<file path="src/rtl/button_debounce_bank.sv">
// N_CH-channel push-button conditioner: 2-flop sync, per-channel debounce, press/release pulses, long-hold flag.
// Optional auto-repeat of btn_press while held long is compiled in with `define BTN_AUTO_REPEAT_EN.
module button_debounce_bank #(
    parameter int unsigned N_CH          = 4,
    parameter int unsigned STABLE_CYCLES = 16,
    parameter int unsigned LONG_CYCLES   = 64,
    parameter int unsigned REPEAT_CYCLES = 32
) (
    input  logic            clk,
    input  logic            rst_n,
    input  logic [N_CH-1:0] btn_raw,
    output logic [N_CH-1:0] btn_level,
    output logic [N_CH-1:0] btn_press,
    output logic [N_CH-1:0] btn_release,
    output logic [N_CH-1:0] long_hold
);

    localparam int unsigned SW = (STABLE_CYCLES > 1) ? $clog2(STABLE_CYCLES) : 1;
    localparam int unsigned HW = (LONG_CYCLES > 1) ? $clog2(LONG_CYCLES) : 1;
`ifdef BTN_AUTO_REPEAT_EN
    localparam int unsigned RW = (REPEAT_CYCLES > 1) ? $clog2(REPEAT_CYCLES) : 1;
`endif

    typedef enum logic [1:0] {
        REL  = 2'd0,
        PRS  = 2'd1,
        LONG = 2'd2
    } state_e;

    logic [N_CH-1:0] sync1_q, sync2_q;

    always_ff @(posedge clk or negedge rst_n) begin
        if (!rst_n) begin
            sync1_q <= '0;
            sync2_q <= '0;
        end else begin
            sync1_q <= btn_raw;
            sync2_q <= sync1_q;
        end
    end

    genvar i;
    generate
        for (i = 0; i < N_CH; i++) begin : g_ch
            logic [SW-1:0] stab_cnt_q, stab_cnt_d;
            logic [HW-1:0] hold_cnt_q, hold_cnt_d;
            logic          level_q, level_d;
            logic          press_q, press_d;
            logic          release_q, release_d;
            logic          long_q, long_d;
            logic          rise, fall;
            state_e        state_q, state_d;
`ifdef BTN_AUTO_REPEAT_EN
            logic [RW-1:0] rep_cnt_q, rep_cnt_d;
`endif

            always_comb begin
                stab_cnt_d = '0;
                level_d    = level_q;
                press_d    = 1'b0;
                release_d  = 1'b0;
                rise       = 1'b0;
                fall       = 1'b0;
                state_d    = state_q;
                hold_cnt_d = hold_cnt_q;
`ifdef BTN_AUTO_REPEAT_EN
                rep_cnt_d  = '0;
`endif
                // Any sample that matches the current level leaves stab_cnt_d at zero.
                if (sync2_q[i] != level_q) begin
                    if (stab_cnt_q == SW'(STABLE_CYCLES - 1)) begin
                        level_d   = sync2_q[i];
                        press_d   = sync2_q[i];
                        release_d = ~sync2_q[i];
                        rise      = sync2_q[i];
                        fall      = ~sync2_q[i];
                    end else begin
                        stab_cnt_d = stab_cnt_q + 1'b1;
                    end
                end

                case (state_q)
                    REL: begin
                        if (rise) begin
                            state_d    = PRS;
                            hold_cnt_d = '0;
                        end
                    end
                    PRS: begin
                        if (fall) begin
                            state_d = REL;
                        end else if (hold_cnt_q == HW'(LONG_CYCLES - 1)) begin
                            state_d = LONG;
                        end else begin
                            hold_cnt_d = hold_cnt_q + 1'b1;
                        end
                    end
                    LONG: begin
                        if (fall) begin
                            state_d = REL;
                        end
                    end
                    default: state_d = REL;
                endcase

`ifdef BTN_AUTO_REPEAT_EN
                // Repeat counter only runs on cycles spent wholly inside LONG.
                if (state_q == LONG && state_d == LONG) begin
                    if (rep_cnt_q == RW'(REPEAT_CYCLES - 1)) begin
                        press_d = 1'b1;
                    end else begin
                        rep_cnt_d = rep_cnt_q + 1'b1;
                    end
                end
`endif
                long_d = (state_d == LONG);
            end

            always_ff @(posedge clk or negedge rst_n) begin
                if (!rst_n) begin
                    stab_cnt_q <= '0;
                    hold_cnt_q <= '0;
                    level_q    <= 1'b0;
                    press_q    <= 1'b0;
                    release_q  <= 1'b0;
                    long_q     <= 1'b0;
                    state_q    <= REL;
`ifdef BTN_AUTO_REPEAT_EN
                    rep_cnt_q  <= '0;
`endif
                end else begin
                    stab_cnt_q <= stab_cnt_d;
                    hold_cnt_q <= hold_cnt_d;
                    level_q    <= level_d;
                    press_q    <= press_d;
                    release_q  <= release_d;
                    long_q     <= long_d;
                    state_q    <= state_d;
`ifdef BTN_AUTO_REPEAT_EN
                    rep_cnt_q  <= rep_cnt_d;
`endif
                end
            end

            assign btn_level[i]   = level_q;
            assign btn_press[i]   = press_q;
            assign btn_release[i] = release_q;
            assign long_hold[i]   = long_q;
        end
    endgenerate

endmodule

</file>
<file path="config.mk">
export PLATFORM = sky130hd
export DESIGN_NAME = button_debounce_bank
export DESIGN_NICKNAME = d
export VERILOG_FILES = /design/src/rtl/button_debounce_bank.sv
export SDC_FILE = /design/constraint.sdc
export NUM_CORES = 1
export LEC_CHECK = 0
export CORE_MARGIN = 5
export CORE_UTILIZATION = 50
export CTS_CLUSTER_SIZE = 10
export DETAILED_ROUTE_END_ITERATION = 10
export PLACE_DENSITY_LB_ADDON = 0.08
export SLEW_MARGIN = 10
export SYNTH_ARGS = -nofsm -noshare
export SYNTH_HDL_FRONTEND = slang
export SYNTH_SLANG_ARGS = --single-unit
</file>
<file path="constraint.sdc">
create_clock -name clk -period 2.8 [get_ports clk]
set_clock_uncertainty 0.05 [all_clocks]
set_input_delay 0.84 -clock clk [delete_from_list [all_inputs] [get_ports clk]]
set_output_delay 0.84 -clock clk [all_outputs]
set_load 0.005 [all_outputs]
</file>
==> results of run 1 <==
Yosys cell counts, drive strengths merged (8+ instances only):
library cell / n / area [µm²]
buf: 17 / 125
dfrtp: 72 / 1800
mux2i: 12 / 120
nand3: 19 / 95.1
nand4b: 8 / 70.1
o211ai: 9 / 67.6
nor2: 21 / 78.8
nand2: 34 / 128
o21ai: 11 / 55.1
ha: 8 / 100
o311ai: 8 / 70.1
a21oi: 18 / 90.1
nand2b: 12 / 75.1
nor2b: 8 / 50.1
power breakdown:
part	total [mW]	switching [mW]	internal (mW)
logic	0.0685	0.0392	0.0294
registers	1.08	0.0192	1.06
clock network	0.706	0.363	0.344
total	1.86	0.421	1.43
stage by stage:
step | hold slack (ns) | area, µm² | setup slack [ns]
6_report | 0.300 | 3720 | 0.621
3_5_place_dp | 0.286 | 3560 | 0.902
3_3_place_gp | 0.281 | 3560 | 0.942
4_1_cts | 0.304 | 3720 | 0.593
2_1_floorplan | 0.281 | 3370 | 1.13
5_1_grt | 0.325 | 3720 | 0.563
worst max-delay path by stage:
stage	start	end	slack, ns
2_1_floorplan	g_ch[1].stab_cnt_q[0]$_DFF_PN0_	g_ch[1].hold_cnt_q[5]$_DFFE_PN0P_	1.13
3_3_place_gp	g_ch[1].stab_cnt_q[0]$_DFF_PN0_	g_ch[1].hold_cnt_q[3]$_DFFE_PN0P_	0.94
3_5_place_dp	g_ch[1].stab_cnt_q[0]$_DFF_PN0_	g_ch[1].hold_cnt_q[5]$_DFFE_PN0P_	0.90
4_1_cts	g_ch[0].level_q$_DFFE_PN0P_	btn_level[0]	0.59
5_1_grt	g_ch[0].level_q$_DFFE_PN0P_	btn_level[0]	0.56
6_report	g_ch[0].level_q$_DFFE_PN0P_	btn_level[0]	0.62
kinds of logic (layout without fill, tap and decap cells):
kind of cell,count (synthesis),in the layout
compound gates,57,57
xor+xnor,6,6
fa+ha+maj,8,8
buf+inv,27,45
flops,72,72
mux,14,14
simple gates,134,134
routing by layer:
metal / up-vias / wire (µm) / GRT usage, %
met5: - / 0 / 0
li1: 1160 / - / -
met4: 0 / 142 / 9.03
met1: 1114 / 2760 / 19.7
met3: 12 / 162 / 3.45
met2: 30 / 2510 / 22.7
flip-flops by register name, summed over array words and instances, names as in the netlist:
register,flops
g_ch.hold_cnt_q,24
g_ch.press_q,4
sync1_q,4
g_ch.state_q,8
g_ch.level_q,4
g_ch.long_q,4
g_ch.stab_cnt_q,16
sync2_q,4
g_ch.release_q,4
layout make-up:
type | count | area (µm²) | area share, %
tap | 80 | 100 | 2.69
sequential | 72 | 1800 | 48.4
clock inverter | 3 | 17.5 | 0.470
multi-input combinational | 219 | 1400 | 37.6
timing repair buffer | 22 | 228 | 6.12
inverter | 7 | 26.3 | 0.706
clock buffer | 13 | 149 | 4.00
==> qor.csv, run 1 <==
metric,value,unit
status,completed,
antenna violations before repair,0,
CP Depth,1,
Pre-antenna DRT Iters,4,
largest net degree at the start of global routing,45,
"EDFF count, synth",0,
Synth Register Bits,72,
DR WL/cell,13.4,µm
Die ar.,8480,µm²
GP Congestion,0.802,
dpl cells,400,
WP data arrival,1.29,ns
Clock Latency Late Sink,0.34,ns
max_cap viols,0,
Die X,92.1,µm
cells on worst reg2reg path,5,
first-pass GRT wire length,10.1,mm
Post-synth ARST share,100,%
# setup viols final,0,
clock tree buffer depth,2,
register area share after synthesis,53.5,%
xor and xnor area share after synthesis,1.56,%
crit-path cells,clkdlybuf4s50_1,
Adder-Cell Fraction of Synth Area,2.97,%
starting density of the core,50.4,%
# port buffers,21,
register clock-pin slew on the reported worst setup and hold paths,0.07,ns
Layout Cells excl Fill,416,
Worst Path Max Fanout,5,
n_diodes,0,
Worst Hold End,sync2_q[2]$_DFF_PN0_,
TritonCTS clock tree,done,
Worst Path Required,1.91,ns
Slew headroom,68.0,%
RSZ-0062 raised after global routing,no,
final worst path period share,77.8,%
Hold Path Origin,sync1_q[2]$_DFF_PN0_,
largest family of logic cells by synthesized area,simple AND/OR/NAND/NOR gates,
crit start category,register,
post-synthesis cell type count,44,
mux contribution to synthesized area,4.24,%
core area,6680,µm²
flop2flop setup slack,0.91,ns
final WL,5.57,mm
num ports,22,
r2r endpoint,g_ch[1].hold_cnt_q[5]$_DFFE_PN0P_,
yosys warns,0,
f_max,459,MHz
minimum clock period,2.18,ns
Synth Net Count,332,
grt ovf,0,
Synth Area in Simple Gates,21.4,%
Fill cells,605,
Final ANT Viol Nets,0,
P&R area growth vs syn,10.6,%
kind of critical path,reg -> out,
die height,92.1,µm
Layout Utilization,55.7,%
Most used DFF post-synth,dfrtp_1,
Vias,2316,
"slowest stage delay, CP",0.53,ns
reg2reg start,g_ch[1].stab_cnt_q[0]$_DFF_PN0_,
CTS Sinks,72,
Root Buffer,clkbuf_8,
Top delay family on crit path,buffers and inverters,
Initial DRC Count,69,
hold buffers post-CTS,0,
DR vias/cell,5.57,
Setup crit end kind,output pin,
PnR Total Power,1.86,mW
Synth Area per Inst,10.6,µm²
Hold Path Stages,0,
Buf/Inv on CP,1,
setup_tns,0,ns
post-CTS sizing,0,
"commonest cells after routing, fill and taps aside","dfrtp_1 (72), nand2_1 (34), nor2_1 (21)",
Final Hold Viols,0,
Hold Crit Class,reg -> reg,
CTS Buf Count,9,
"most common cell after layout, fill and taps aside",dfrtp_1,
post-CTS setup buffers,0,
Compound-Gate Fraction of Synth Area,11.4,%
power per cell area,498,nW/µm²
Peak VDD IR,219,µV
post-synthesis instance total,318,
HPWL after DPL,3.87,mm
layout cells sized above 1,6.25,%
Final #Nets,345,
CTS H-tree lvls,3,
worst-margin pin slew,0.478,ns
crit path max-delay cell type,clkdlybuf4s50_1,
Row Count,30,
Leak,1.63,nW
drt drc,0,
vias in the first global route,2196,
synthesized cell area,3370,µm²
Final Slew Violations,0,
All-Layer GR Usage,15.1,%
No activity file was read; power rests on OpenSTA's default activity.
==> inputs of run 2 (changes only) <==
==> constraint.sdc (replaced) <==
create_clock -name clk -period 2.3 [get_ports clk]
set_clock_uncertainty 0.05 [all_clocks]
set_input_delay 0.69 -clock clk [delete_from_list [all_inputs] [get_ports clk]]
set_output_delay 0.69 -clock clk [all_outputs]
set_load 0.005 [all_outputs]
==> qor.csv, run 2 (synthesis gave the netlist of run 1 again) <==
metric,value,unit,change
"most common cell after layout, fill and taps aside",dfrtp_1,,
sequential share of power,57.9,%,-0.3 points
Top delay family on crit path,buffers and inverters,,
cells on worst reg2reg path,5,,unchanged
setup_tns,0,ns,unchanged
HPWL after DPL,3.82,mm,-1.2%
largest registers,"g_ch.hold_cnt_q (24), g_ch.stab_cnt_q (16), g_ch.state_q (8)",,
hold buffers post-CTS,0,,unchanged
Worst Path Required,1.56,ns,-0.35 ns
crit path max-delay cell type,clkdlybuf4s50_1,,
Final #Nets,346,,+0.29%
kind of critical path,reg -> out,,
# setup viols final,0,,unchanged
Psw,0.503,mW,+20%
WP data arrival,1.27,ns,-0.02 ns
Final Slew Violations,0,,unchanged
Peak VDD IR,385,µV,+76%
Hold Crit Class,in -> async,,
Final ANT Viol Nets,0,,unchanged
Vias,2316,,unchanged
num ports,22,,unchanged
clock tree buffer depth,2,,unchanged
All-Layer GR Usage,14.1,%,-0.99 points
CTS H-tree lvls,3,,unchanged
Switching Fraction,22.1,%,-0.55 points
drt drc,0,,unchanged
layout cells sized above 1,6.85,%,+0.60 points
Clock Latency Late Sink,0.33,ns,about the same
combinational group share of total power,3.7,%,about the same
max_cap viols,0,,unchanged
final hold slack,0.189,ns,-0.111 ns
starting density of the core,50.4,%,unchanged
post-CTS sizing,0,,unchanged
Buf/Inv on CP,1,,unchanged
final worst path period share,87.5,%,
first-pass GRT wire length,9.76,mm,-3.5%
max FFs per register,24,,unchanged
"slowest stage delay, CP",0.53,ns,about the same
Top reg by flops,g_ch.hold_cnt_q,,
vias in the first global route,2170,,-1.2%
Root Buffer,clkbuf_8,,
core area,6680,µm²,unchanged
"commonest cells after routing, fill and taps aside","dfrtp_1 (72), nand2_1 (34), nor2_1 (21)",,
# port buffers,21,,unchanged
final WL,5.55,mm,-0.32%
n_diodes,0,,unchanged
reg2reg start,g_ch[2].stab_cnt_q[0]$_DFF_PN0_,,
worst-margin pin slew,0.456,ns,-0.0227 ns
P&R area growth vs syn,11.0,%,
die height,92.1,µm,unchanged
CTS Sinks,72,,unchanged
register clock-pin slew on the reported worst setup and hold paths,0.07,ns,about the same
TritonCTS clock tree,done,,
RSZ-0062 raised after global routing,no,,
minimum clock period,2.01,ns,
Final Hold Viols,0,,unchanged
grt ovf,0,,unchanged
Initial DRC Count,54,,-22%
largest net degree at the start of global routing,51,,+13%
Leak,1.64,nW,+0.55%
antenna violations before repair,0,,unchanged
crit-path cells,clkdlybuf4s50_1,,
Slew headroom,69.5,%,+1.5 points
Setup crit end kind,output pin,,
flop2flop setup slack,0.46,ns,-0.45 ns
CP Depth,1,,unchanged
DR vias/cell,5.57,,unchanged
Pre-antenna DRT Iters,4,,unchanged
crit start category,register,,
clock share of power,38.5,%,+0.4 points
r2r endpoint,g_ch[2].hold_cnt_q[5]$_DFFE_PN0P_,,
CP Capture Point,btn_level[0],,
DR WL/cell,13.3,µm,-0.32%
Die X,92.1,µm,unchanged
CTS Buf Count,9,,unchanged
CP startpoint,g_ch[0].level_q$_DFFE_PN0P_,,
f_max,497,MHz,
status,completed,,
post-CTS setup buffers,0,,unchanged
Die ar.,8480,µm²,unchanged
GP Congestion,0.830,,+3.5%
PnR Total Power,2.27,mW,+22%
Row Count,30,,unchanged
internal power,1.77,mW,+23%
Worst Path Max Fanout,5,,unchanged
power per cell area,608,nW/µm²,+22%
[run 2: cell types whose count changed in the layout (fill, tap and decap cells not counted), sizes merged]
cell	previous run	this run
buf	2	3
clkbuf	13	12
[run 2: power by group through the flow]
stage,clock network [mW],logic (mW),registers (mW)
2_1_floorplan,0,0.0413,1.33
3_3_place_gp,0,0.0851,1.34
3_5_place_dp,0,0.0863,1.34
4_1_cts,0.909,0.0875,1.31
5_1_grt,0.959,0.0978,1.32
6_report,0.874,0.0832,1.32
[run 2: worst min path at each step]
| stage | start | to | cells after the start |
|---|---|---|---|
| 2_1_floorplan | sync1_q[0]$_DFF_PN0_ | sync2_q[0]$_DFF_PN0_ | 0 |
| 5_1_grt | rst_n | g_ch[1].hold_cnt_q[3]$_DFFE_PN0P_ | 1 |
| 6_report | rst_n | g_ch[1].hold_cnt_q[3]$_DFFE_PN0P_ | 1 |
| 3_3_place_gp | sync1_q[1]$_DFF_PN0_ | sync2_q[1]$_DFF_PN0_ | 0 |
| 4_1_cts | rst_n | g_ch[1].hold_cnt_q[3]$_DFFE_PN0P_ | 1 |
| 3_5_place_dp | sync1_q[3]$_DFF_PN0_ | sync2_q[3]$_DFF_PN0_ | 0 |
[run 2: final cells by class]
type / count / area, µm²
tap: 80 / 100
multi-input combinational: 219 / 1400
clock inverter: 3 / 17.5
fill: 588 / 2940
clock buffer: 12 / 155
sequential: 72 / 1800
inverter: 7 / 26.3
timing repair buffer: 23 / 235
[run 2: layer usage]
| metal | vias to the layer above | track usage [%] | routed length [µm] |
|---|---|---|---|
| met5 | - | 0 | 0 |
| li1 | 1165 | - | - |
| met1 | 1114 | 18.9 | 2690 |
| met3 | 4 | 3.20 | 191 |
| met4 | 0 | 6.31 | 47 |
| met2 | 33 | 21.8 | 2630 |
[run 2: worst register-to-register path, stage by stage, from the launching register on]
cell       delay (ns)
dfrtp_1          0.41
ha_1             0.26
nand3_1          0.27
a2bb2oi_1        0.44
nand4_1          0.17
mux2i_1          0.14
[run 2: per-stage QoR]
| stage | setup slack (ns) | area [µm²] | std cells | utilization, % |
|---|---|---|---|---|
| after global placement | 0.529 | 3560 | 401 | 53.4 |
| after CTS | 0.260 | 3740 | 416 | 55.9 |
| final | 0.288 | 3740 | 416 | 55.9 |
| after floorplan | 0.626 | 3370 | 318 | - |
| after global routing | 0.238 | 3740 | 416 | 55.9 |
| after detailed placement | 0.479 | 3560 | 401 | 53.4 |
